File: config.mk
export PLATFORM = sky130hd
export DESIGN_NAME = lfo_mod_unit_flat
export DESIGN_NICKNAME = d
export VERILOG_FILES = /design/src/rtl/lfo_mod_unit_if.sv /design/src/rtl/lfo_mod_unit.sv /design/src/flat_wrapper.sv
export SDC_FILE = /design/constraint.sdc
export NUM_CORES = 1
export LEC_CHECK = 0
export CORE_ASPECT_RATIO = 0.7
export CORE_MARGIN = 4
export CORE_UTILIZATION = 60
export DETAILED_ROUTE_END_ITERATION = 7
export DONT_BUFFER_PORTS = 1
export GPL_TIMING_DRIVEN = 0
export MAX_ROUTING_LAYER = met4
export PLACE_DENSITY = 0.76
export SLEW_MARGIN = 25
export SYNTH_ARGS = -nofsm -noshare
export SYNTH_HDL_FRONTEND = slang
export SYNTH_SLANG_ARGS = --single-unit
File: constraint.sdc
create_clock -name clk -period 4.82 [get_ports clk]
set_input_delay 0.482 -clock clk [delete_from_list [all_inputs] [get_ports clk]]
set_output_delay 0.482 -clock clk [all_outputs]
set_load 0.01 [all_outputs]
File: src/rtl/lfo_mod_unit_if.sv
// lfo_mod_unit_if: request/response bundle between channel slots and lfo_mod_unit
interface lfo_mod_unit_if #(
  parameter int FNUM_WIDTH = 10,
  parameter int CH_WIDTH   = 4,
  parameter int TREM_WIDTH = 5
);
  logic                  req_valid;
  logic [CH_WIDTH-1:0]   req_ch;
  logic [FNUM_WIDTH-1:0] fnum;
  logic                  dvb;
  logic                  dam;
  logic                  resp_valid;
  logic [CH_WIDTH-1:0]   resp_ch;
  logic [FNUM_WIDTH-1:0] vib_val;
  logic [TREM_WIDTH-1:0] trem_val;
  modport master (
    output req_valid, req_ch, fnum, dvb, dam,
    input  resp_valid, resp_ch, vib_val, trem_val
  );
  modport slave (
    input  req_valid, req_ch, fnum, dvb, dam,
    output resp_valid, resp_ch, vib_val, trem_val
  );
endinterface

File: src/rtl/lfo_mod_unit.sv
// lfo_mod_unit: shared vibrato/tremolo LFO answering channel-tagged requests one cycle later
module lfo_mod_unit #(
  parameter int FNUM_WIDTH    = 10,
  parameter int VIB_IDX_WIDTH = 13,
  parameter int CH_WIDTH      = 4,
  parameter int TREM_WIDTH    = 5,
  parameter int TREM_MAX      = 26,
  parameter int TREM_DIV_LOG  = 6
) (
  input logic               clk,
  input logic               rst,
  input logic               sample_clk_en,
  input logic               lfo_hold,
  lfo_mod_unit_if.slave     bus
);
  localparam logic [TREM_WIDTH-1:0] TMAX = TREM_WIDTH'(TREM_MAX);
  logic [VIB_IDX_WIDTH-1:0] vib_idx_q, vib_idx_d;
  logic [TREM_WIDTH-1:0]    trem_level_q, trem_level_d;
  logic                     trem_up_q, trem_up_d;
  logic [TREM_DIV_LOG-1:0]  trem_div_q, trem_div_d;
  logic                     resp_valid_q, resp_valid_d;
  logic [CH_WIDTH-1:0]      resp_ch_q, resp_ch_d;
  logic [FNUM_WIDTH-1:0]    vib_val_q, vib_val_d;
  logic [TREM_WIDTH-1:0]    trem_val_q, trem_val_d;
  logic [2:0]               oct;
  logic [FNUM_WIDTH-1:0]    d0, d1, d2;
  logic                     step, turn;
  always_comb begin
    oct          = vib_idx_q[VIB_IDX_WIDTH-1 -: 3];
    d0           = bus.fnum >> (FNUM_WIDTH-3);
    d1           = (oct[1:0] == 2'd3) ? d0 >> 1 : d0;
    d2           = bus.dvb ? d1 : d1 >> 1;
    step         = sample_clk_en && (&trem_div_q);
    turn         = trem_up_q ? (trem_level_q == TMAX) : (trem_level_q == '0);
    trem_up_d    = lfo_hold ? 1'b1 : (step && turn) ? ~trem_up_q : trem_up_q;
    trem_level_d = lfo_hold ? '0 : !step ? trem_level_q :
                   trem_up_d ? trem_level_q + TREM_WIDTH'(1) : trem_level_q - TREM_WIDTH'(1);
    trem_div_d   = lfo_hold ? '0 : trem_div_q + TREM_DIV_LOG'(sample_clk_en);
    vib_idx_d    = lfo_hold ? '0 : vib_idx_q + VIB_IDX_WIDTH'(sample_clk_en);
    resp_valid_d = bus.req_valid;
    resp_ch_d    = bus.req_valid ? bus.req_ch : resp_ch_q;
    vib_val_d    = bus.req_valid ? (oct[2] ? ~d2 : d2) : vib_val_q;
    trem_val_d   = bus.req_valid ? (bus.dam ? trem_level_q : trem_level_q >> 2) : trem_val_q;
  end
  always_ff @(posedge clk) begin
    if (rst) begin
      vib_idx_q    <= '0;
      trem_level_q <= '0;
      trem_up_q    <= 1'b1;
      trem_div_q   <= '0;
      resp_valid_q <= 1'b0;
      resp_ch_q    <= '0;
      vib_val_q    <= '0;
      trem_val_q   <= '0;
    end else begin
      vib_idx_q    <= vib_idx_d;
      trem_level_q <= trem_level_d;
      trem_up_q    <= trem_up_d;
      trem_div_q   <= trem_div_d;
      resp_valid_q <= resp_valid_d;
      resp_ch_q    <= resp_ch_d;
      vib_val_q    <= vib_val_d;
      trem_val_q   <= trem_val_d;
    end
  end
  assign bus.resp_valid = resp_valid_q;
  assign bus.resp_ch    = resp_ch_q;
  assign bus.vib_val    = vib_val_q;
  assign bus.trem_val   = trem_val_q;
endmodule
File: src/flat_wrapper.sv
// flat-port wrapper written by rule: the top's interface ports become plain ports
module lfo_mod_unit_flat 
#(
  parameter int FNUM_WIDTH    = 10,
  parameter int VIB_IDX_WIDTH = 13,
  parameter int CH_WIDTH      = 4,
  parameter int TREM_WIDTH    = 5,
  parameter int TREM_MAX      = 26,
  parameter int TREM_DIV_LOG  = 6
)
  (clk, rst, sample_clk_en, lfo_hold, bus_req_valid, bus_req_ch, bus_fnum, bus_dvb, bus_dam, bus_resp_valid, bus_resp_ch, bus_vib_val, bus_trem_val);
  lfo_mod_unit_if #(.FNUM_WIDTH(FNUM_WIDTH), .CH_WIDTH(CH_WIDTH), .TREM_WIDTH(TREM_WIDTH)) bus_i ();
  input logic clk;
  input logic rst;
  input logic sample_clk_en;
  input logic lfo_hold;
  input wire logic [$bits(bus_i.req_valid)-1:0] bus_req_valid;
  input wire logic [$bits(bus_i.req_ch)-1:0] bus_req_ch;
  input wire logic [$bits(bus_i.fnum)-1:0] bus_fnum;
  input wire logic [$bits(bus_i.dvb)-1:0] bus_dvb;
  input wire logic [$bits(bus_i.dam)-1:0] bus_dam;
  output wire logic [$bits(bus_i.resp_valid)-1:0] bus_resp_valid;
  output wire logic [$bits(bus_i.resp_ch)-1:0] bus_resp_ch;
  output wire logic [$bits(bus_i.vib_val)-1:0] bus_vib_val;
  output wire logic [$bits(bus_i.trem_val)-1:0] bus_trem_val;
  assign bus_i.req_valid = bus_req_valid;
  assign bus_i.req_ch = bus_req_ch;
  assign bus_i.fnum = bus_fnum;
  assign bus_i.dvb = bus_dvb;
  assign bus_i.dam = bus_dam;
  assign bus_resp_valid = bus_i.resp_valid;
  assign bus_resp_ch = bus_i.resp_ch;
  assign bus_vib_val = bus_i.vib_val;
  assign bus_trem_val = bus_i.trem_val;
  lfo_mod_unit #(.FNUM_WIDTH(FNUM_WIDTH), .VIB_IDX_WIDTH(VIB_IDX_WIDTH), .CH_WIDTH(CH_WIDTH), .TREM_WIDTH(TREM_WIDTH), .TREM_MAX(TREM_MAX), .TREM_DIV_LOG(TREM_DIV_LOG)) u_core (.clk(clk), .rst(rst), .sample_clk_en(sample_clk_en), .lfo_hold(lfo_hold), .bus(bus_i));
endmodule
# Yosys cells after proc, flatten, opt, wreduce, memory -nomap -nowiden
# Cells that the tools add are included.
# totals
out_inout_bits,20
regBits,45
wordCells,29
inputBits,21
# classes
eq_ne,2
n_reduce_logical,5
muxes,8
n_addsub,4
bitwise_logic,2
# ops
op,n
$mux 10,2
$add 13x1->13,1
$mux 5,2
$not 10->10,1
$add 6x1->6,1
$reduce_and 6->1,1
$add 5x1->5 const B,1
$eq 5x5->1 const B,1
$logic_not 5->1,1
$sub 5x1->5 const B,1
$mux 1,3
$mux 3,1
$eq 2x2->1 const B,1
$logic_and 1x1->1,2
$reduce_or 2->1,1
$not 1->1,1

# Longest topological paths before layout
# Gate-level depths: netlist of run 1.
# logic_depth
depth_word,6
depth_mapped,9
ltp_nobuf,9

# Worst setup path after synthesis of run 1
# No wires, ideal clock.
# synth_path
path_type,input -> register
start,in sample_clk_en
end,reg u_core.trem_level_q[4]
path_stages,9
path_slack_ns,1.782
arrival_time_ns,2.966
setup_ns,0.072
path_buffers,0
required_ns,4.748
cell_sequence,nand3_1 or4_1 a221oi_2 ha_1 a21o_1 a21o_1 or3_2 mux2i_1 mux2i_1
# synth_via
elab_chain_cells,5
# synth_lines
item,line,text
start: declaration,flat_wrapper.sv:15,input logic sample_clk_en;
$logic_and 1x1->1 *,lfo_mod_unit.sv:33,step = sample_clk_en && (&trem_div_q);
$logic_and 1x1->1,lfo_mod_unit.sv:35,trem_up_d = lfo_hold ? 1'b1 : (step && turn) ? ~trem_up_q : trem_up_q;
$mux 1 (2 in series),lfo_mod_unit.sv:35,
$mux 5,lfo_mod_unit.sv:37,trem_up_d ? trem_level_q + TREM_WIDTH'(1) : trem_level_q - TREM_WIDTH'(1);
end signal: assignment,lfo_mod_unit.sv:57,trem_level_q <= trem_level_d;
end: declaration,lfo_mod_unit.sv:18,"logic [TREM_WIDTH-1:0] trem_level_q, trem_level_d;"
# Mark *: on every way between the ends. The rest lies on a longest branch, timed or not.
# A chain may end at the register's enable or synchronous reset.

# Final worst setup path of run 1
# layout_path
start,reg u_core.trem_level_q[0]
end,reg u_core.trem_level_q[4]
# layout_via
elab_chain_cells,6
word_cells_on_any_way,9
cone_classes,add/sub (2); eq/ne (1); mux (4); reduce/logical (2)
# layout_lines
item,line,text
$eq 5x5->1 or $logic_not 5->1 (tied branches),lfo_mod_unit.sv:34,turn = trem_up_q ? (trem_level_q == TMAX) : (trem_level_q == '0);
$mux 1,lfo_mod_unit.sv:34,
$logic_and 1x1->1,lfo_mod_unit.sv:35,
$mux 1 (2 in series),lfo_mod_unit.sv:35,
$mux 5 *,lfo_mod_unit.sv:37,
# Marked as above.

==> results.sh, run 1 <==
export IMPL_max_slew_margin_rel=0.627
export IMPL_slew_viol_final=0
export IMPL_crit_path_start_kind="flop"
export IMPL_crit_chain="or2_4, or4_1, a221oi_2, ha_1, a21o_1, a21o_1, or3_2, mux2i_1, mux2i_1"
export IMPL_wire_per_inst_um=14.5
export IMPL_fp_dieW_um=73.0
export IMPL_htree_levels=2
export IMPL_floorplan_initialDensity=0.629
export IMPL_dp_hpwl_um=2580
export IMPL_ys_ff_latch=39
export IMPL_tightestPinTransition_ns=0.559
export IMPL_cap_violations=0
export IMPL_antenna_found_initial=0
export IMPL_die_area_mm2=0.00391
export IMPL_clk_insertion_delay_late_ns=0.29
export IMPL_p_leak_nw=0.744
export IMPL_cts_made_buffers=5
export IMPL_cts_tree="yes"
export IMPL_cp_end_kind="flop"
export IMPL_synth_edf_count=0
export IMPL_path_buf_inv=0
export IMPL_finalCriticalPeriod_ns=3.26
export IMPL_routed_wl_um=3450
export IMPL_firstDrtPassIters=4
export IMPL_peakVddDrop_mv=0.211
export IMPL_nFillCells=232
export IMPL_synth_cell_types=31
export IMPL_synth_seq_area_share=0.439
export IMPL_skew_ns=0.00245
export IMPL_worstSetupPathType="flop to flop"
export IMPL_clkTransAtPathRegs_ns=0.07
export IMPL_pin_count=41
export IMPL_finalCritPeriodShare=0.676
export IMPL_overflow=0
export IMPL_max_freq_mhz=307
export IMPL_rsz0062_at_grt="no"
export IMPL_synthCells=193
export IMPL_drc=0
export IMPL_drt_iter0_drc=64
export IMPL_viasPerCell=5.65
export IMPL_cts_hold_buffers_added=0
export IMPL_grt_pass1_vias=1263
export IMPL_postCtsSetupRepairBufs=0
export IMPL_netlist_area_mm2=0.00178
export IMPL_core_area_mm2=0.00282
export IMPL_cts_sinks=39
export IMPL_nets=229
export IMPL_grtUsageTotal=0.191
export IMPL_yosys_most_used_dff="dfxtp_1"
export IMPL_io_buffers=0
export IMPL_drive_above_1_share=0.0945
export IMPL_pre_cts_ws_ns=1.53
export IMPL_clockRootBuffer="clkbuf_8"
export IMPL_rows=16
export IMPL_syn_nets=222
export IMPL_status="finished, final reports clean"
export IMPL_ys_async_sr_fraction=0
export IMPL_vias=1340
export IMPL_grt_pass1_wl_um=5400
export IMPL_clk_path_buf_depth=2
export IMPL_place_gp_congestion=0.794
export IMPL_cpLargestDelayFamily="simple AND/OR/NAND/NOR gates"
export IMPL_fp_dieH_um=53.5
export IMPL_setup_ws_ns=1.56
export IMPL_drtAntennaViolNets=0
export IMPL_area_growth_pct=8.17
export IMPL_max_stage_delay_ns=0.53
export IMPL_antennaDiodeCount=0
export IMPL_required_ns=5.04
export IMPL_grt_max_degree=12
export IMPL_powerDensity_mw_per_mm2=313
export IMPL_setup_tns_ns=0
export IMPL_ys_warn_count=0
export IMPL_crit_slowest_cell="a221oi_2"
export IMPL_cts_repair_resized=0
export IMPL_syn_area_per_cell_um2=9.21
export IMPL_worst_ep_arrival_time_ns=3.48
export IMPL_crit_path_max_fanout=6
export IMPL_hold_viol_final=0
export IMPL_finalSetupViolCount=0
export IMPL_hp_class="input port to flop"
## layer usage
metal,vias up,wire length [um],GRT usage
li1,674,-,-
met1,632,1560,0.223
met2,30,1670,0.294
met3,4,180,0.0728
met4,0,44,0.0859
met5,-,0,-
## state kept, by name, indices dropped and copies added, names as in the netlist
signal	cells
u_core.vib_idx_q	13
u_core.trem_div_q	6
u_core.bus.trem_val	5
u_core.trem_level_q	5
u_core.bus.resp_ch	4
u_core.bus.vib_val	4
u_core.bus.resp_valid	1
u_core.trem_up_q	1
## path summary, 6_finish.rpt
kind,start,endpoint,slack [ns],cells after the start
min,bus_req_ch[3],u_core.bus.resp_ch[3],0.35,2
min reg2reg,u_core.vib_idx_q[8],u_core.vib_idx_q[8],0.52,2
max reg2reg,u_core.trem_level_q[0],u_core.trem_level_q[4],1.56,9
max,u_core.trem_level_q[0],u_core.trem_level_q[4],1.56,9
## final cells by class
cell class                      instances  area [um2]  share of cell area
Buffer                                 14        75.1              0.0391
Multi-Input combinational cell        140         921               0.479
Sequential cell                        39         781               0.406
Tap cell                               36        45.0              0.0234
Clock buffer                            8         100              0.0521
## logic make-up (layout without fill, tap and decap cells)
logic type / Yosys count / in the layout / share of synthesized area
AND/OR/NAND/NOR: 75 / 75 / 0.207
adder cells (fa/ha/maj): 8 / 8 / 0.0606
flip-flops: 39 / 39 / 0.439
AO/OA/AOI/OAI: 28 / 28 / 0.0986
buffers and inverters: 14 / 22 / 0.0423
XOR/XNOR: 17 / 17 / 0.0838
multiplexers: 12 / 12 / 0.0683
## layout by cell type (no fill, tap or decap)
cell and n:
mux2i_1 11, and2_1 4, a21oi_1 10, or2b_1 1
buf_4 6, or3_1 5, nor2_1 28, ha_1 7
o21ai_0 7, nand4_1 1, nand2_1 10, fa_1 1
nand3_1 14, clkbuf_8 7, nor2b_1 1, xnor2_1 9
nand2b_1 2, clkbuf_1 8, and3_1 1, dfxtp_1 39
nor3_1 2, nand4_2 1, xor2_1 8, a221oi_2 1
or4_1 2, or2_4 1, mux2_2 1, a21o_1 3
buf_1 1, a211oi_1 7, or2_2 1, or3_2 1
## report_power, final
group / leakage (nW) / switching, mW / internal (mW)
Combinational: 0.376 / 0.0152 / 0.0108
Clock: 0.0515 / 0.110 / 0.131
Sequential: 0.317 / 0.00643 / 0.329
## stage by stage
stage | power, mW | std cells | hold slack (ns) | util | cell area [um2]
after floorplan | 0.363 | 193 | 0.458 | - | 1780
after global placement | 0.367 | 229 | 0.468 | 0.645 | 1820
after detailed placement | 0.369 | 229 | 0.502 | 0.645 | 1820
after CTS | 0.607 | 237 | 0.341 | 0.681 | 1920
after global routing | 0.624 | 237 | 0.350 | 0.681 | 1920
final | 0.602 | 237 | 0.350 | 0.681 | 1920
## synth_stat cells (all sizes together), types with 2 or more instances
cell type  count  area (um2)
a211oi         7        52.6
a21o           3        22.5
a21oi         10        50.1
and2           4        25.0
buf            7        48.8
clkbuf         7        26.3
dfxtp         39         781
ha             7        87.6
mux2i         11         110
nand2         10        37.5
nand2b         2        12.5
nand3         14        70.1
nand4          2        18.8
nor2          28         105
nor3           2        10.0
o21ai          7        35.0
or2            2        15.0
or3            6        38.8
or4            2        15.0
xnor2          9        78.8
xor2           8        70.1
## worst register-to-register path, cell delays in order, from the launching register on
cell	delay, ns
dfxtp_1	0.38
or2_4	0.28
or4_1	0.48
a221oi_2	0.53
ha_1	0.38
a21o_1	0.19
a21o_1	0.18
or3_2	0.40
mux2i_1	0.17
mux2i_1	0.20
Power figures use the tool's default switching activity.
==> run 2, diff against run 1 <==
==> constraint.sdc (replaced) <==
create_clock -name clk -period 3.2 [get_ports clk]
set_input_delay 0.32 -clock clk [delete_from_list [all_inputs] [get_ports clk]]
set_output_delay 0.32 -clock clk [all_outputs]
set_load 0.01 [all_outputs]
==> run 2 against run 1 <==
Compared with the run above:
- setup slack worse by 1.4 ns
- cell count is 0.42% higher
- hold slack worse by 0.16 ns
- core utilization is 1.2 points higher
- non-clock buffer count is 1 higher
- critical path depth stayed put
- sequential share of layout area is 0.61 points lower
- total power is 51% higher
- count of clock-buffer cells in the layout stayed put
- maximum frequency is 6.2% higher
- global-route usage is 0.21 points higher
- flip-flop and latch count stayed put
==> results.sh, run 2 (synthesis results as in run 1) <==
export IMPL_drt_iter0_drc=82
export IMPL_area_growth_pct=10.0
export IMPL_p_leak_nw=0.748
export IMPL_layout_commonest_cell="dfxtp_1"
export IMPL_grt_max_degree=12
export IMPL_setup_tns_ns=0
export IMPL_path_buf_inv=0
export IMPL_max_stage_delay_ns=0.53
export IMPL_pre_cts_ws_ns=-0.0440
export IMPL_combPwrFrac=0.044
export IMPL_crit_path_start_kind="flop"
export IMPL_finalCriticalPeriod_ns=3.07
export IMPL_fp_dieW_um=73.0
export IMPL_rsz0062_at_grt="no"
export IMPL_peakVddDrop_mv=0.318
export IMPL_drive_above_1_share=0.109
export IMPL_internal_power_mw=0.708
export IMPL_largest_register="u_core.vib_idx_q"
export IMPL_skew_ns=0.00320
export IMPL_power_share_switching=0.220
export IMPL_vias=1332
export IMPL_layout_common_cells="38 x dfxtp_1, 28 x nor2_1, 14 x nand3_1"
export IMPL_htree_levels=2
export IMPL_overflow=0
export IMPL_grt_pass1_wl_um=5470
export IMPL_hp_class="input port to flop"
export IMPL_antenna_found_initial=0
export IMPL_finalCritPeriodShare=0.959
export IMPL_p_seq_frac=0.556
export IMPL_clockRootBuffer="clkbuf_8"
export IMPL_nFillCells=225
export IMPL_cap_violations=0
export IMPL_wire_per_inst_um=15.1
export IMPL_setup_ws_ns=0.132
export IMPL_crit_path_max_fanout=5
export IMPL_core_area_mm2=0.00282
export IMPL_antennaDiodeCount=0
export IMPL_p_total_mw=0.908
export IMPL_dp_hpwl_um=2580
export IMPL_hold_viol_final=0
export IMPL_tightestPinTransition_ns=0.586
export IMPL_clkTransAtPathRegs_ns=0.07
export IMPL_fp_dieH_um=53.5
export IMPL_grtUsageTotal=0.193
export IMPL_status="finished, final reports clean"
export IMPL_fin_util=0.692
export IMPL_top_regs="u_core.vib_idx_q (13), u_core.trem_div_q (6)"
export IMPL_fin_area_mm2=0.00195
export IMPL_drtAntennaViolNets=0
export IMPL_worst_ep_arrival_time_ns=3.28
export IMPL_rows=16
export IMPL_viasPerCell=5.60
export IMPL_grt_pass1_vias=1287
export IMPL_io_buffers=0
export IMPL_cts_made_buffers=5
export IMPL_cp_end_kind="flop"
export IMPL_p_switching_mw=0.200
export IMPL_cts_hold_buffers_added=0
export IMPL_finalSetupViolCount=0
export IMPL_pin_count=41
export IMPL_die_area_mm2=0.00391
export IMPL_crit_chain="or2_4, or4_1, a221oi_4, ha_4, a21o_1, a21o_1, or3_2, mux2i_1, mux2i_1"
export IMPL_place_gp_congestion=0.794
export IMPL_max_slew_margin_rel=0.608
export IMPL_required_ns=3.42
export IMPL_cts_sinks=39
export IMPL_finalNonFillerCells=238
export IMPL_p_clk_frac=0.400
export IMPL_dpl_cell_area_mm2=0.00182
export IMPL_max_freq_mhz=326
export IMPL_clk_insertion_delay_late_ns=0.29
export IMPL_place_inst=229
export IMPL_crit_slowest_cell="or4_1"
export IMPL_firstDrtPassIters=4
export IMPL_drc=0
export IMPL_hold_slack_ns=0.190
export IMPL_nets=230
export IMPL_worstSetupPathType="flop to flop"
export IMPL_cpLargestDelayFamily="simple AND/OR/NAND/NOR gates"
export IMPL_cts_tree="yes"
export IMPL_floorplan_initialDensity=0.629
export IMPL_largest_reg_flops=13
export IMPL_slew_viol_final=0
export IMPL_clk_path_buf_depth=2
export IMPL_routed_wl_um=3580
export IMPL_powerDensity_mw_per_mm2=464
## run 2: power by group through the flow
stage | logic, mW | registers [mW] | clock network, mW
2_1_floorplan | 0.0316 | 0.514 | 0
3_3_place_gp | 0.0371 | 0.516 | 0
3_5_place_dp | 0.0393 | 0.516 | 0
4_1_cts | 0.0396 | 0.505 | 0.370
5_1_grt | 0.0445 | 0.506 | 0.389
6_report | 0.0396 | 0.505 | 0.363
## run 2: layer usage
layer,wire length (um),track usage,vias up
li1,-,-,675
met4,59,0.0859,0
met5,0,-,-
met2,1740,0.300,31
met3,169,0.0728,7
met1,1610,0.224,619
## run 2: final timing paths
check                         start                endpoint  slack (ns)  cells past startpoint
max          u_core.trem_level_q[0]  u_core.trem_level_q[4]        0.13                      9
min                   bus_req_ch[3]   u_core.bus.resp_ch[3]        0.19                      2
max reg2reg  u_core.trem_level_q[0]  u_core.trem_level_q[4]        0.13                      9
min reg2reg    u_core.trem_div_q[5]    u_core.trem_div_q[5]        0.51                      2
## run 2: what timing repair did
item / in CTS / in global routing
resized for setup: 1 / 2
pin swaps: 0 / 1
setup endpoints to repair: 1 / 1
buffers inserted: 0 / 1
## run 2: area by class of cell
type / count / area [um2] / area share
clock buffer: 8 / 100 / 0.0512
timing repair buffer: 1 / 7.51 / 0.00384
multi-input combinational: 140 / 945 / 0.483
tap: 36 / 45.0 / 0.0230
buffer: 14 / 75.1 / 0.0384
sequential: 39 / 782 / 0.400
## run 2: worst register-to-register path: cells and delay by family (launching register included)
kind	cells	cell delay [ns]
flops	1	0.38
mux	2	0.37
simple gates	3	1.22
compound gates	3	0.76
fa+ha+maj	1	0.27
